`config.mk`:
```
export PLATFORM = sky130hd
export DESIGN_NAME = ball_render_seq_flat
export DESIGN_NICKNAME = d
export VERILOG_FILES = /design/src/rtl/graphics_pkg.sv /design/src/rtl/ball_render_seq_if.sv /design/src/rtl/ball_seq_fifo.sv /design/src/rtl/ball_render_seq.sv /design/src/flat_wrapper.sv
export SDC_FILE = /design/constraint.sdc
export NUM_CORES = 1
export LEC_CHECK = 0
export CAP_MARGIN = 20
export CORE_MARGIN = 10
export CORE_UTILIZATION = 30
export CTS_CLUSTER_DIAMETER = 120
export CTS_CLUSTER_SIZE = 28
export DETAILED_ROUTE_END_ITERATION = 6
export PLACE_DENSITY_LB_ADDON = 0.3
export SYNTH_ARGS = -nofsm -noshare
export SYNTH_HDL_FRONTEND = slang
export SYNTH_HIERARCHICAL = 1
export SYNTH_SLANG_ARGS = --single-unit
```
`constraint.sdc`:
```
create_clock -name clk -period 7.2 [get_ports clk]
set_input_delay 0.72 -clock clk [delete_from_list [all_inputs] [get_ports clk]]
set_output_delay 0.72 -clock clk [all_outputs]
set_load 0.02 [all_outputs]
```
`src/rtl/graphics_pkg.sv`:
```
// Shared types and widths for the ball render sequencer.
//   COORD_W / COLOR_W : coordinate and colour widths
//   seq_state_e       : frame sequencer states
//   beat_t            : one output beat {x, y, color, last}
//   issue_t           : one issue pipeline stage {valid, x, y, last}
package graphics_pkg;

  localparam int unsigned COORD_W = 16;
  localparam int unsigned COLOR_W = 24;

  typedef enum logic [1:0] {StIdle, StScan, StDrain, StDone} seq_state_e;

  typedef struct packed {
    logic [COORD_W-1:0] x;
    logic [COORD_W-1:0] y;
    logic [COLOR_W-1:0] color;
    logic               last;
  } beat_t;

  localparam int unsigned BEAT_W = $bits(beat_t);

  typedef struct packed {
    logic               valid;
    logic [COORD_W-1:0] x;
    logic [COORD_W-1:0] y;
    logic               last;
  } issue_t;

endpackage

```
`src/rtl/ball_render_seq_if.sv`:
```
// Signal bundle around the ball render sequencer.
//   Position input  : pos_valid/pos_ready, pos_x/y/z, frame_start
//   Ball side       : x/y/z_loc, pixel_x/y out, color in
//   Beat output     : out_valid/out_ready, out_x/y, out_color, out_last
//   Status          : busy, frame_done, overrun
// slave is the sequencer's view; master is the surrounding logic's view.
interface ball_render_seq_if;
  import graphics_pkg::*;

  logic               pos_valid;
  logic               pos_ready;
  logic [COORD_W-1:0] pos_x;
  logic [COORD_W-1:0] pos_y;
  logic [COORD_W-1:0] pos_z;
  logic               frame_start;
  logic [COORD_W-1:0] x_loc;
  logic [COORD_W-1:0] y_loc;
  logic [COORD_W-1:0] z_loc;
  logic [COORD_W-1:0] pixel_x;
  logic [COORD_W-1:0] pixel_y;
  logic [COLOR_W-1:0] color;
  logic               out_valid;
  logic               out_ready;
  logic [COORD_W-1:0] out_x;
  logic [COORD_W-1:0] out_y;
  logic [COLOR_W-1:0] out_color;
  logic               out_last;
  logic               busy;
  logic               frame_done;
  logic               overrun;

  modport slave (
    input  pos_valid, pos_x, pos_y, pos_z, frame_start, color, out_ready,
    output pos_ready, x_loc, y_loc, z_loc, pixel_x, pixel_y,
    output out_valid, out_x, out_y, out_color, out_last, busy, frame_done, overrun
  );

  modport master (
    output pos_valid, pos_x, pos_y, pos_z, frame_start, color, out_ready,
    input  pos_ready, x_loc, y_loc, z_loc, pixel_x, pixel_y,
    input  out_valid, out_x, out_y, out_color, out_last, busy, frame_done, overrun
  );

endinterface

```
`src/rtl/ball_seq_fifo.sv`:
```
// Synchronous FIFO for output beats.
//   clk_i, rst_i     : clock, synchronous active-high reset (flushes)
//   push_i, wdata_i  : write side; push while full is dropped (callers hold credit)
//   pop_i, rdata_o   : read side; rdata_o is the head entry
//   empty_o, count_o : occupancy
module ball_seq_fifo #(
  parameter int unsigned DEPTH = 3,
  parameter int unsigned WIDTH = 57,
  parameter int unsigned CntW  = $clog2(DEPTH + 1)
) (
  input  logic             clk_i,
  input  logic             rst_i,
  input  logic             push_i,
  input  logic [WIDTH-1:0] wdata_i,
  input  logic             pop_i,
  output logic [WIDTH-1:0] rdata_o,
  output logic             empty_o,
  output logic [CntW-1:0]  count_o
);

  localparam int unsigned AW = (DEPTH > 1) ? $clog2(DEPTH) : 1;
  localparam logic [AW-1:0] PtrMax = AW'(DEPTH - 1);

  logic [WIDTH-1:0] mem_q [DEPTH];
  logic [AW-1:0]    wr_ptr_q, wr_ptr_d, rd_ptr_q, rd_ptr_d;
  logic [CntW-1:0]  count_q, count_d;
  logic             push_ok, pop_ok;

  always_comb begin
    push_ok  = push_i && (count_q != CntW'(DEPTH));
    pop_ok   = pop_i && (count_q != '0);
    wr_ptr_d = wr_ptr_q;
    rd_ptr_d = rd_ptr_q;
    if (push_ok) wr_ptr_d = (wr_ptr_q == PtrMax) ? '0 : wr_ptr_q + AW'(1);
    if (pop_ok)  rd_ptr_d = (rd_ptr_q == PtrMax) ? '0 : rd_ptr_q + AW'(1);
    count_d = count_q + CntW'(push_ok) - CntW'(pop_ok);
  end

  always_ff @(posedge clk_i) begin
    if (rst_i) begin
      wr_ptr_q <= '0;
      rd_ptr_q <= '0;
      count_q  <= '0;
    end else begin
      wr_ptr_q <= wr_ptr_d;
      rd_ptr_q <= rd_ptr_d;
      count_q  <= count_d;
    end
  end

  // Storage needs no reset: the head is only meaningful while count_q != 0.
  always_ff @(posedge clk_i) begin
    if (push_ok) mem_q[wr_ptr_q] <= wdata_i;
  end

  assign rdata_o = mem_q[rd_ptr_q];
  assign empty_o = (count_q == '0);
  assign count_o = count_q;

endmodule

```
`src/rtl/ball_render_seq.sv`:
```
// Frame sequencer for the Ball pixel renderer.
//   clk, rst : system clock, synchronous active-high reset
//   bus      : ball_render_seq_if.slave (position in, Ball drive/return, beat stream, status)
// Latches a ball position in IDLE, scans pixels in raster order, tracks each issued pixel
// through a BALL_LAT-deep pipeline to meet Ball's colour, and buffers beats in a FIFO.
module ball_render_seq
  import graphics_pkg::*;
#(
  parameter int unsigned H_RES      = 640,
  parameter int unsigned V_RES      = 480,
  parameter int unsigned BALL_LAT   = 1,
  parameter int unsigned FIFO_DEPTH = 3
) (
  input logic              clk,
  input logic              rst,
  ball_render_seq_if.slave bus
);

  localparam int unsigned CntW = $clog2(FIFO_DEPTH + 1);
  localparam logic [COORD_W-1:0] XMax = COORD_W'(H_RES - 1);
  localparam logic [COORD_W-1:0] YMax = COORD_W'(V_RES - 1);

  seq_state_e         state_q, state_d;
  logic [COORD_W-1:0] pixel_x_q, pixel_x_d, pixel_y_q, pixel_y_d;
  logic [COORD_W-1:0] x_loc_q, x_loc_d, y_loc_q, y_loc_d, z_loc_q, z_loc_d;
  logic               overrun_q, overrun_d;
  issue_t             pipe_q [BALL_LAT];
  issue_t             issue_d;

  logic [CntW-1:0]    fifo_count;
  logic               fifo_empty, fifo_push, fifo_pop;
  beat_t              fifo_wdata, fifo_rdata;
  int unsigned        inflight;
  logic               do_issue, x_end, y_end;

  always_comb begin
    inflight = 0;
    for (int i = 0; i < BALL_LAT; i++) inflight = inflight + 32'(pipe_q[i].valid);
  end

  always_comb begin
    x_end = (pixel_x_q == XMax);
    y_end = (pixel_y_q == YMax);
    // Credit: every in-flight pixel already owns a FIFO slot, so the FIFO cannot overflow.
    do_issue = (state_q == StScan) && ((32'(fifo_count) + inflight) < FIFO_DEPTH);

    issue_d.valid = do_issue;
    issue_d.x     = pixel_x_q;
    issue_d.y     = pixel_y_q;
    issue_d.last  = x_end && y_end;

    state_d   = state_q;
    pixel_x_d = pixel_x_q;
    pixel_y_d = pixel_y_q;
    x_loc_d   = x_loc_q;
    y_loc_d   = y_loc_q;
    z_loc_d   = z_loc_q;
    overrun_d = overrun_q | (bus.frame_start && (state_q != StIdle));

    unique case (state_q)
      StIdle: begin
        if (bus.pos_valid) begin
          x_loc_d = bus.pos_x;
          y_loc_d = bus.pos_y;
          z_loc_d = bus.pos_z;
        end
        if (bus.frame_start) begin
          state_d   = StScan;
          pixel_x_d = '0;
          pixel_y_d = '0;
        end
      end
      StScan: begin
        if (do_issue) begin
          if (x_end && y_end) begin
            state_d   = StDrain;
            pixel_x_d = '0;
            pixel_y_d = '0;
          end else if (x_end) begin
            pixel_x_d = '0;
            pixel_y_d = pixel_y_q + COORD_W'(1);
          end else begin
            pixel_x_d = pixel_x_q + COORD_W'(1);
          end
        end
      end
      StDrain: if ((inflight == 0) && fifo_empty) state_d = StDone;
      StDone:  state_d = StIdle;
      default: state_d = StIdle;
    endcase
  end

  always_ff @(posedge clk) begin
    if (rst) begin
      state_q   <= StIdle;
      pixel_x_q <= '0;
      pixel_y_q <= '0;
      x_loc_q   <= '0;
      y_loc_q   <= '0;
      z_loc_q   <= '0;
      overrun_q <= 1'b0;
      for (int i = 0; i < BALL_LAT; i++) pipe_q[i] <= '0;
    end else begin
      state_q   <= state_d;
      pixel_x_q <= pixel_x_d;
      pixel_y_q <= pixel_y_d;
      x_loc_q   <= x_loc_d;
      y_loc_q   <= y_loc_d;
      z_loc_q   <= z_loc_d;
      overrun_q <= overrun_d;
      pipe_q[0] <= issue_d;
      for (int i = 1; i < BALL_LAT; i++) pipe_q[i] <= pipe_q[i-1];
    end
  end

  // The last pipeline stage lines up with the colour Ball returns for that pixel.
  always_comb begin
    fifo_push        = pipe_q[BALL_LAT-1].valid;
    fifo_wdata.x     = pipe_q[BALL_LAT-1].x;
    fifo_wdata.y     = pipe_q[BALL_LAT-1].y;
    fifo_wdata.color = bus.color;
    fifo_wdata.last  = pipe_q[BALL_LAT-1].last;
    fifo_pop         = !fifo_empty && bus.out_ready;
  end

  ball_seq_fifo #(
    .DEPTH (FIFO_DEPTH),
    .WIDTH (BEAT_W),
    .CntW  (CntW)
  ) u_fifo (
    .clk_i   (clk),
    .rst_i   (rst),
    .push_i  (fifo_push),
    .wdata_i (fifo_wdata),
    .pop_i   (fifo_pop),
    .rdata_o (fifo_rdata),
    .empty_o (fifo_empty),
    .count_o (fifo_count)
  );

  assign bus.pos_ready  = (state_q == StIdle);
  assign bus.busy       = (state_q == StScan) || (state_q == StDrain);
  assign bus.frame_done = (state_q == StDone);
  assign bus.overrun    = overrun_q;
  assign bus.x_loc      = x_loc_q;
  assign bus.y_loc      = y_loc_q;
  assign bus.z_loc      = z_loc_q;
  assign bus.pixel_x    = pixel_x_q;
  assign bus.pixel_y    = pixel_y_q;
  // Stale FIFO storage is masked so the beat outputs read zero whenever nothing is offered.
  assign bus.out_valid  = !fifo_empty;
  assign bus.out_x      = fifo_empty ? '0 : fifo_rdata.x;
  assign bus.out_y      = fifo_empty ? '0 : fifo_rdata.y;
  assign bus.out_color  = fifo_empty ? '0 : fifo_rdata.color;
  assign bus.out_last   = fifo_empty ? 1'b0 : fifo_rdata.last;

endmodule

```
`src/flat_wrapper.sv`:
```
// flat-port wrapper written by rule: the top's interface ports become plain ports
module ball_render_seq_flat import graphics_pkg::*;
#(
  parameter int unsigned H_RES      = 640,
  parameter int unsigned V_RES      = 480,
  parameter int unsigned BALL_LAT   = 1,
  parameter int unsigned FIFO_DEPTH = 3
)
  (clk, rst, bus_pos_valid, bus_pos_x, bus_pos_y, bus_pos_z, bus_frame_start, bus_color, bus_out_ready, bus_pos_ready, bus_x_loc, bus_y_loc, bus_z_loc, bus_pixel_x, bus_pixel_y, bus_out_valid, bus_out_x, bus_out_y, bus_out_color, bus_out_last, bus_busy, bus_frame_done, bus_overrun);
  ball_render_seq_if bus_i ();
  input logic clk;
  input logic rst;
  input wire logic [$bits(bus_i.pos_valid)-1:0] bus_pos_valid;
  input wire logic [$bits(bus_i.pos_x)-1:0] bus_pos_x;
  input wire logic [$bits(bus_i.pos_y)-1:0] bus_pos_y;
  input wire logic [$bits(bus_i.pos_z)-1:0] bus_pos_z;
  input wire logic [$bits(bus_i.frame_start)-1:0] bus_frame_start;
  input wire logic [$bits(bus_i.color)-1:0] bus_color;
  input wire logic [$bits(bus_i.out_ready)-1:0] bus_out_ready;
  output wire logic [$bits(bus_i.pos_ready)-1:0] bus_pos_ready;
  output wire logic [$bits(bus_i.x_loc)-1:0] bus_x_loc;
  output wire logic [$bits(bus_i.y_loc)-1:0] bus_y_loc;
  output wire logic [$bits(bus_i.z_loc)-1:0] bus_z_loc;
  output wire logic [$bits(bus_i.pixel_x)-1:0] bus_pixel_x;
  output wire logic [$bits(bus_i.pixel_y)-1:0] bus_pixel_y;
  output wire logic [$bits(bus_i.out_valid)-1:0] bus_out_valid;
  output wire logic [$bits(bus_i.out_x)-1:0] bus_out_x;
  output wire logic [$bits(bus_i.out_y)-1:0] bus_out_y;
  output wire logic [$bits(bus_i.out_color)-1:0] bus_out_color;
  output wire logic [$bits(bus_i.out_last)-1:0] bus_out_last;
  output wire logic [$bits(bus_i.busy)-1:0] bus_busy;
  output wire logic [$bits(bus_i.frame_done)-1:0] bus_frame_done;
  output wire logic [$bits(bus_i.overrun)-1:0] bus_overrun;
  assign bus_i.pos_valid = bus_pos_valid;
  assign bus_i.pos_x = bus_pos_x;
  assign bus_i.pos_y = bus_pos_y;
  assign bus_i.pos_z = bus_pos_z;
  assign bus_i.frame_start = bus_frame_start;
  assign bus_i.color = bus_color;
  assign bus_i.out_ready = bus_out_ready;
  assign bus_pos_ready = bus_i.pos_ready;
  assign bus_x_loc = bus_i.x_loc;
  assign bus_y_loc = bus_i.y_loc;
  assign bus_z_loc = bus_i.z_loc;
  assign bus_pixel_x = bus_i.pixel_x;
  assign bus_pixel_y = bus_i.pixel_y;
  assign bus_out_valid = bus_i.out_valid;
  assign bus_out_x = bus_i.out_x;
  assign bus_out_y = bus_i.out_y;
  assign bus_out_color = bus_i.out_color;
  assign bus_out_last = bus_i.out_last;
  assign bus_busy = bus_i.busy;
  assign bus_frame_done = bus_i.frame_done;
  assign bus_overrun = bus_i.overrun;
  ball_render_seq #(.H_RES(H_RES), .V_RES(V_RES), .BALL_LAT(BALL_LAT), .FIFO_DEPTH(FIFO_DEPTH)) u_core (.clk(clk), .rst(rst), .bus(bus_i));
endmodule
```
Word level (Yosys, flattened, before mapping)
Memories as Yosys holds them, arrays and structs flattened. A register that Yosys moved wholly into a read port is not among the register bits.
Cells that the tools add are included.
Word-level totals
  register bits: 89
  RAM bits: 205
  input bits: 77
  output and inout port bits: 142
  memories kept: 2
Memory list
  u_core.u_fifo.mem_q: words 3, bits a word 57, read ports 1, clocked after memory_dff 1, wr ports 1, RTL line ball_seq_fifo.sv:24  | logic [WIDTH-1:0] mem_q [DEPTH];
  u_core.pipe_q: words 1, bits a word 34, read ports 1, clocked after memory_dff 0, wr ports 1, RTL line ball_render_seq.sv:27  | issue_t pipe_q [BALL_LAT];
Operators by class
  add/subtract/negate cells: 7
  order comparisons: 1
  equality and inequality tests: 13
  multiplexer cells: 29
  bitwise gates (word level): 1
  reductions and logical operators: 20
Operator list (count)
  $mux 16: 9
  $pmux 16 s2: 2
  $mux 34: 1
  $reduce_or 34->1: 1
  $add 16x1->16 const B: 2
  $logic_not 32->1: 1
  $lt 32x2->1 const B: 1
  $mux 24: 1
  $eq 16x10->1 const B: 1
  $eq 16x9->1 const B: 1
  $mux 2: 8
  $eq 2x2->1 const B: 4
  $pmux 2 s4: 1
  $reduce_and 4->1: 2
  $logic_and 1x1->1: 7
  $mux 1: 7
  $ne 2x1->1 const B: 3
  $reduce_bool 2->1: 3
  $add 2x1->2 const B: 2
  $logic_not 2->1: 2
  $ne 2x2->1 const B: 2
  $add 2x1->3: 1
  $ne 3x1->1 const B: 1
  $reduce_and 3->1: 1
  7 further kinds: 7

Logic depth before layout (Yosys ltp)
Gate-level depths: netlist (run 1).
  depth in word-level cells: 6
  gate-level depth with buffers: 10

Modules after synthesis
The synthesis (run 1) kept the hierarchy.
By module, submodules not included
  ball_seq_fifo: instances 1, cells each 395, area an instance 6740.2 sq um, seq. area each 5295.1 sq um
  ball_render_seq: instances 1, cells each 593, area an instance 5052.3 sq um, seq. area each 2342.2 sq um

Least setup slack after synthesis (run 1)
No wires, ideal clock.
  kind: reg2reg
  start: register u_core.u_fifo.count_q[0], in the netlist u_core/u_fifo/count_o[0]
  end: memory u_core.u_fifo.mem_q[1][0], enable pin
  library setup time: 554 ps
  data arrival time: 4833 ps
  data required time: 6646 ps
  path slack: 1813 ps
  cell stages (with the launch flop): 4
  path buffers: 0
  cell sequence: dfxtp_1 -> a21boi_2 -> inv_1 -> nor3b_1
On the way
  cells in the longest elaborated chain, start to end: 4
RTL lines
  from (decl): RTL line ball_seq_fifo.sv:26  | logic [CntW-1:0] count_q, count_d;
  from (signal assigned): RTL line ball_seq_fifo.sv:47  | count_q <= count_d;
  $ne 2x2->1: RTL line ball_seq_fifo.sv:30  | push_ok = push_i && (count_q != CntW'(DEPTH));
  $logic_and 1x1->1: RTL line ball_seq_fifo.sv:30
  $mux 1: RTL line ball_seq_fifo.sv:53  | if (push_ok) mem_q[wr_ptr_q] <= wdata_i;
  $mux 1 (implied by the code): RTL line ball_seq_fifo.sv:53
  to (decl): RTL line ball_seq_fifo.sv:24
No other way between the ends.

==> reports/results.tsv, run 1 <==
metric	value	unit
layout filler cell count	3788	
register area share after synthesis	0.6476	
Synth area leader	edfxtp_1	
slowest stage delay, CP	0.71	ns
Critical Path End Type	primary output	
skew final	0.02778	ns
CP Launch Type	flip-flop	
Min-Delay Path Class	reg -> reg	
EDFF count, synth	171	
Area contributors post-synth	edfxtp_1, dfxtp_1, nand2_1, mux2i_1, nor2b_1	
Slowest-stage cell, CP	buf_4	
leakage	4.769	nW
Inserted Diodes	0	
FP Rows	72	
Avg WL per Cell	17.84	um
Initial Util	0.3044	
fmax	0.2703	GHz
Post-DP HPWL	20.26	mm
fin crit share	0.5139	
drt pass-1 iters	4	
H-tree levels	1	
DIE HEIGHT	218.3	um
crit-path cells	buf_4, mux2i_1, o21ai_0, nor2b_1, clkdlybuf4s50_1	
Crit Path Category	reg -> out	
sink count of the clock tree	296	
area of the multi-input gates	0.003597	mm^2
most frequent cells after synthesis	edfxtp_1, nand2_1, dfxtp_1	
Slew Viols, Final	0	
Syn Std Cell Area	0.01179	mm^2
initial antenna violation count	0	
die width	218.3	um
register area	0.007645	mm^2
syn nets	1075	
TritonCTS clock tree	built	
# setup viols final	0	
GP Congestion	0.7515	
PwrDens	276.5	mW/mm^2
Final min period	3.700	ns
DR vias	7482	
worst-path maximum fanout	49	
post-cts hold buffer count	0	
clock tree root buffer cell	clkbuf_16	
placed cells	1653	
Netlist cell types	56	
status	complete, no violations	
worst skew pair latency	0.51	ns
Initial DRC Count	344	
clock tree buffer depth	3	
crit-path leading delay family	buffers and inverters	
Synth Warn #	6	
Cells after Synth	988	
Area after DPL	0.01421	mm^2
Crit path arrival time	2.98	ns
pre-CTS WS	4.012	ns
global-route usage over all layers	0.1212	
Final #Nets	1239	
max_cap viols	0	
pin count of the biggest net entering global routing	89	
most used flip-flop cell after synthesis	edfxtp_1	
peak supply drop	206.2	uV
IO Port Bufs	218	
num ports	219	
async set or reset register ratio after synthesis	0	
gr ovfl total	0	
final cell count without fillers	1679	
Worst Tran Pin Value	0.9773	ns
Final Hold Viols	0	
unrepaired setup endpoints after global routing	false	
Syn Area/Cell	11.94	um^2
buffers inserted during post-CTS setup optimization	0	
vias per cell	4.456	
post-route cell area	0.01467	mm^2
Post-DRT Antenna Nets	0	
residual DRC count	0	
Yosys top cell area share	0.4354	
Area growth syn-to-layout	24.37	%
layout cell share with drive strength beyond 1	0.04307	
WP buf/inv	2	
first-pass GRT wire length	45.85	mm
most frequent cell after synthesis	edfxtp_1	
CTS resizes	0	
final worst setup slack	3.500	ns
#FFs+latches synth	296	
Detailed Route WL	29.95	mm
Setup TNS	0	ns
Core ar.	0.03874	mm^2
Worst slew margin	0.3484	
vias in the first global route	7555	
clock slew at reported path FFs	0.11	ns
Num CTS Buffers	15	
Total Die Area	0.04764	mm^2
CP required	6.48	ns
## kinds of logic after synthesis
logic type	Yosys count	synth area share
multiplexers	63	0.05369
flip-flops	296	0.6476
AO/OA/AOI/OAI	136	0.06398
XOR/XNOR	22	0.01751
AND/OR/NAND/NOR	365	0.1574
adder cells (fa/ha/maj)	10	0.01061
buffers and inverters	96	0.04923
## layout by cell type (no fill, tap or decap), drive strengths merged, types with 2 or more instances in the layout
cell type	count
a21o	3
a21oi	58
a22oi	2
a2bb2oi	2
and2	2
and3	6
and4	7
buf	15
clkbuf	21
clkdlybuf4s50	217
clkinv	2
dfxtp	125
edfxtp	171
ha	10
inv	14
mux2	2
mux2i	61
nand2	167
nand2b	2
nand3	12
nand3b	5
nand4	10
nor2	27
nor2b	92
nor3	12
nor3b	2
nor4	6
nor4b	5
o21ai	62
o41ai	2
or3b	3
or4	2
or4b	2
xnor2	13
xor2	8
## metal layers
metal	vias to the layer above	share of wire	track usage
met5	-	0	0
met3	22	0.087	0.04627
met2	192	0.43	0.1872
li1	3731	-	-
met1	3537	0.46	0.1585
met4	0	0.017	0.02476
## worst paths after layout
kind	startpoint	to	slack, ns	depth (start not counted)
worst max register to register	u_core/bus.pixel_x[11]$_SDFFE_PP0P_	u_core/bus.pixel_y[4]$_SDFFE_PP0P_	4.66	5
worst max-delay path	flip-flop	bus_out_x[15]	3.50	5
worst min-delay path	u_core/pipe_q[0][2]$_SDFF_PP0_	u_core/u_fifo/mem_q[1][26]$_DFFE_PP_	0.46	0
worst min register to register	u_core/pipe_q[0][2]$_SDFF_PP0_	u_core/u_fifo/mem_q[1][26]$_DFFE_PP_	0.46	0
## stage by stage
stage | power (mW) | hold WS (ns) | utilization
4_1_cts | 4.129 | 0.4573 | 0.3786
5_1_grt | 4.270 | 0.4670 | 0.3786
6_report | 4.056 | 0.4582 | 0.3786
3_5_place_dp | 3.146 | 0.4365 | 0.3669
2_1_floorplan | 2.649 | 0.4210 | -
3_3_place_gp | 3.140 | 0.4239 | 0.3669
## sequential cells by signal, indices dropped and copies added (netlist names), named ones only
signal / cells
u_core/bus.pixel_y: 16
u_core/u_fifo/count_o: 2
u_core/u_fifo/rd_ptr_q: 2
u_core/bus.overrun: 1
u_core/state_q: 2
u_core/pipe_q: 34
u_core/bus.y_loc: 16
u_core/bus.z_loc: 16
u_core/u_fifo/mem_q: 171
u_core/bus.pixel_x: 16
u_core/u_fifo/wr_ptr_q: 2
u_core/bus.x_loc: 16
## power breakdown
group          total, mW  leakage, nW  switching, mW  internal, mW
clock network      0.968        0.221          0.559         0.410
registers           1.98         2.68         0.0611          1.92
logic               1.11         1.87          0.672         0.437
## layout make-up
cell class	count	share of cell area
Multi-Input combinational cell	596	0.2453
Tap cell	518	0.04419
Clock inverter	5	0.003754
Clock buffer	21	0.02713
Inverter	11	0.002815
Timing Repair Buffer	232	0.1556
Sequential cell	296	0.5212
(Power assumes the default switching activity.)
==> run 2: changes to the inputs <==
Clock period 7.2 ns to 3.05 ns, I/O delays scaled along.
==> reports/results.tsv, run 2 (synthesis gave the netlist of run 1 again) <==
metric	value	unit
Post-DRT Antenna Nets	0	
clock share of power	0.234	
Worst slew margin	0.5318	
Min-Delay Path Class	in -> reg	
num ports	219	
Slew Viols, Final	0	
Critical Path End Type	primary output	
Top reg by flops	u_core/u_fifo/mem_q	
fin crit share	0.9356	
reg2reg setup slack	0.52	ns
Crit Path Category	reg -> out	
placed cells	1656	
combinational power share	0.278	
reg2reg start	u_core/u_fifo/count_o[0]$_SDFF_PP0_	
Reg power frac	0.489	
clock tree buffer depth	3	
most frequent cells in the layout	clkdlybuf4s50_1, edfxtp_1, nand2_1, dfxtp_1, nor2b_1	
IO Port Bufs	218	
Inserted Diodes	0	
clock tree root buffer cell	clkbuf_16	
register area	0.007645	mm^2
FP Rows	72	
gr ovfl total	0	
final cell count without fillers	1682	
flip-flop count of the largest register after layout	171	
Final Power	9.552	mW
worst-path maximum fanout	27	
Initial DRC Count	365	
Crit path arrival time	2.55	ns
vias per cell	4.507	
Final min period	2.854	ns
Num CTS Buffers	15	
Worst Tran Pin Value	0.7023	ns
peak supply drop	346.4	uV
residual DRC count	0	
die width	218.3	um
leakage	4.810	nW
GP Congestion	0.7756	
DR vias	7581	
unrepaired setup endpoints after global routing	false	
DIE HEIGHT	218.3	um
switch share	0.3141	
max_cap viols	0	
worst skew pair latency	0.50	ns
final worst setup slack	0.1963	ns
layout cell share with drive strength beyond 1	0.04467	
Avg WL per Cell	17.67	um
end of the critical path	bus_out_color[5]	
Post-DP HPWL	20.03	mm
TritonCTS clock tree	built	
skew final	0.02257	ns
Final Hold Viols	0	
drt pass-1 iters	5	
# setup viols final	0	
Area growth syn-to-layout	25.56	%
PwrDens	645.1	mW/mm^2
pre-CTS WS	0.5841	ns
Detailed Route WL	29.72	mm
Final #Nets	1243	
sink count of the clock tree	296	
global-route usage over all layers	0.1187	
Psw	3.000	mW
CP required	2.74	ns
Setup TNS	0	ns
pin count of the biggest net entering global routing	99	
Reg2Reg Depth	7	
status	complete, no violations	
area of the multi-input gates	0.003616	mm^2
fmax	0.3504	GHz
vias in the first global route	7512	
initial antenna violation count	0	
clock slew at reported path FFs	0.11	ns
H-tree levels	1	
Internal Power	6.552	mW
first-pass GRT wire length	44.83	mm
Total Die Area	0.04764	mm^2
Core ar.	0.03874	mm^2
Initial Util	0.3044	
CP Launch Type	flip-flop	
CTS resizes	0	
RR Endpoint	u_core/bus.pixel_y[10]$_SDFFE_PP0P_	
biggest registers after layout	u_core/u_fifo/mem_q (171), u_core/pipe_q (34)	
hold-critical path depth	3	
layout filler cell count	3769	
commonest non-fill, non-tap cell in the layout	clkdlybuf4s50_1	
## run 2: cell count changes in the layout (fill, tap and decap cells not counted)
cell      previous run  this run
buf_4               14        10
nor3_4               0         1
nor3b_2              2         0
buf_12               0         8
inv_8                1         2
clkinv_1             1         2
nor3_2               1         0
inv_6                1         0
nor3b_4              0         2
clkinv_4             1         0
inv_4                1         0
## run 2: per-stage QoR
step	hold WS [ns]	cell area (um^2)	utilization
after global routing	0.3141	14810	0.3822
after global placement	0.4258	14340	0.3703
after floorplan	0.4039	11830	-
after detailed placement	0.4330	14340	0.3703
after CTS	0.3014	14790	0.3817
final	0.3276	14810	0.3822
## run 2: what timing repair did
item                                    4_1_cts  5_1_grt
setup buffers                                 0        1
endpoints found under the setup margin        0        2
hold buffers                                  0        0
## run 2: layer usage
| metal | GRT usage | share of wire |
|---|---|---|
| met2 | 0.1889 | 0.45 |
| met5 | 0 | 0 |
| met1 | 0.1485 | 0.44 |
| met4 | 0.02337 | 0.015 |
| met3 | 0.04917 | 0.098 |
## run 2: area by class of cell
class                           count  area share
Tap cell                          518     0.04377
Inverter                           11    0.002789
Clock buffer                       21     0.02687
Sequential cell                   296      0.5163
Multi-Input combinational cell    596      0.2442
Clock inverter                      4    0.003127
Timing Repair Buffer              236      0.1629
## run 2: worst max-delay path, stage by stage (launching register included)
cell	delay, ns
dfxtp_4	0.64
buf_12	0.29
mux2i_1	0.10
o21ai_0	0.18
nor2b_1	0.17
clkdlybuf4s50_1	0.63
## run 2: power groups by stage
stage	combinational [mW]	sequential (mW)	clock, mW
2_1_floorplan	1.39	4.86	0
5_1_grt	2.89	4.71	2.49
6_report	2.65	4.67	2.23
4_1_cts	2.72	4.67	2.36
3_3_place_gp	2.71	4.75	0
3_5_place_dp	2.71	4.76	0
## run 2: worst min path at each step
stage / startpoint / endpoint / slack (ns)
floorplan: bus_color[9] / u_core/u_fifo/mem_q[0][10]$_DFFE_PP_ / 0.40
global placement: u_core/pipe_q[0][7]$_SDFF_PP0_ / u_core/u_fifo/mem_q[0][31]$_DFFE_PP_ / 0.43
detailed placement: u_core/pipe_q[0][9]$_SDFF_PP0_ / u_core/u_fifo/mem_q[2][33]$_DFFE_PP_ / 0.43
CTS: bus_pos_z[3] / u_core/bus.z_loc[3]$_SDFFE_PP0P_ / 0.30
global route: bus_pos_x[8] / u_core/bus.x_loc[8]$_SDFFE_PP0P_ / 0.31
finish: bus_pos_z[3] / u_core/bus.z_loc[3]$_SDFFE_PP0P_ / 0.33
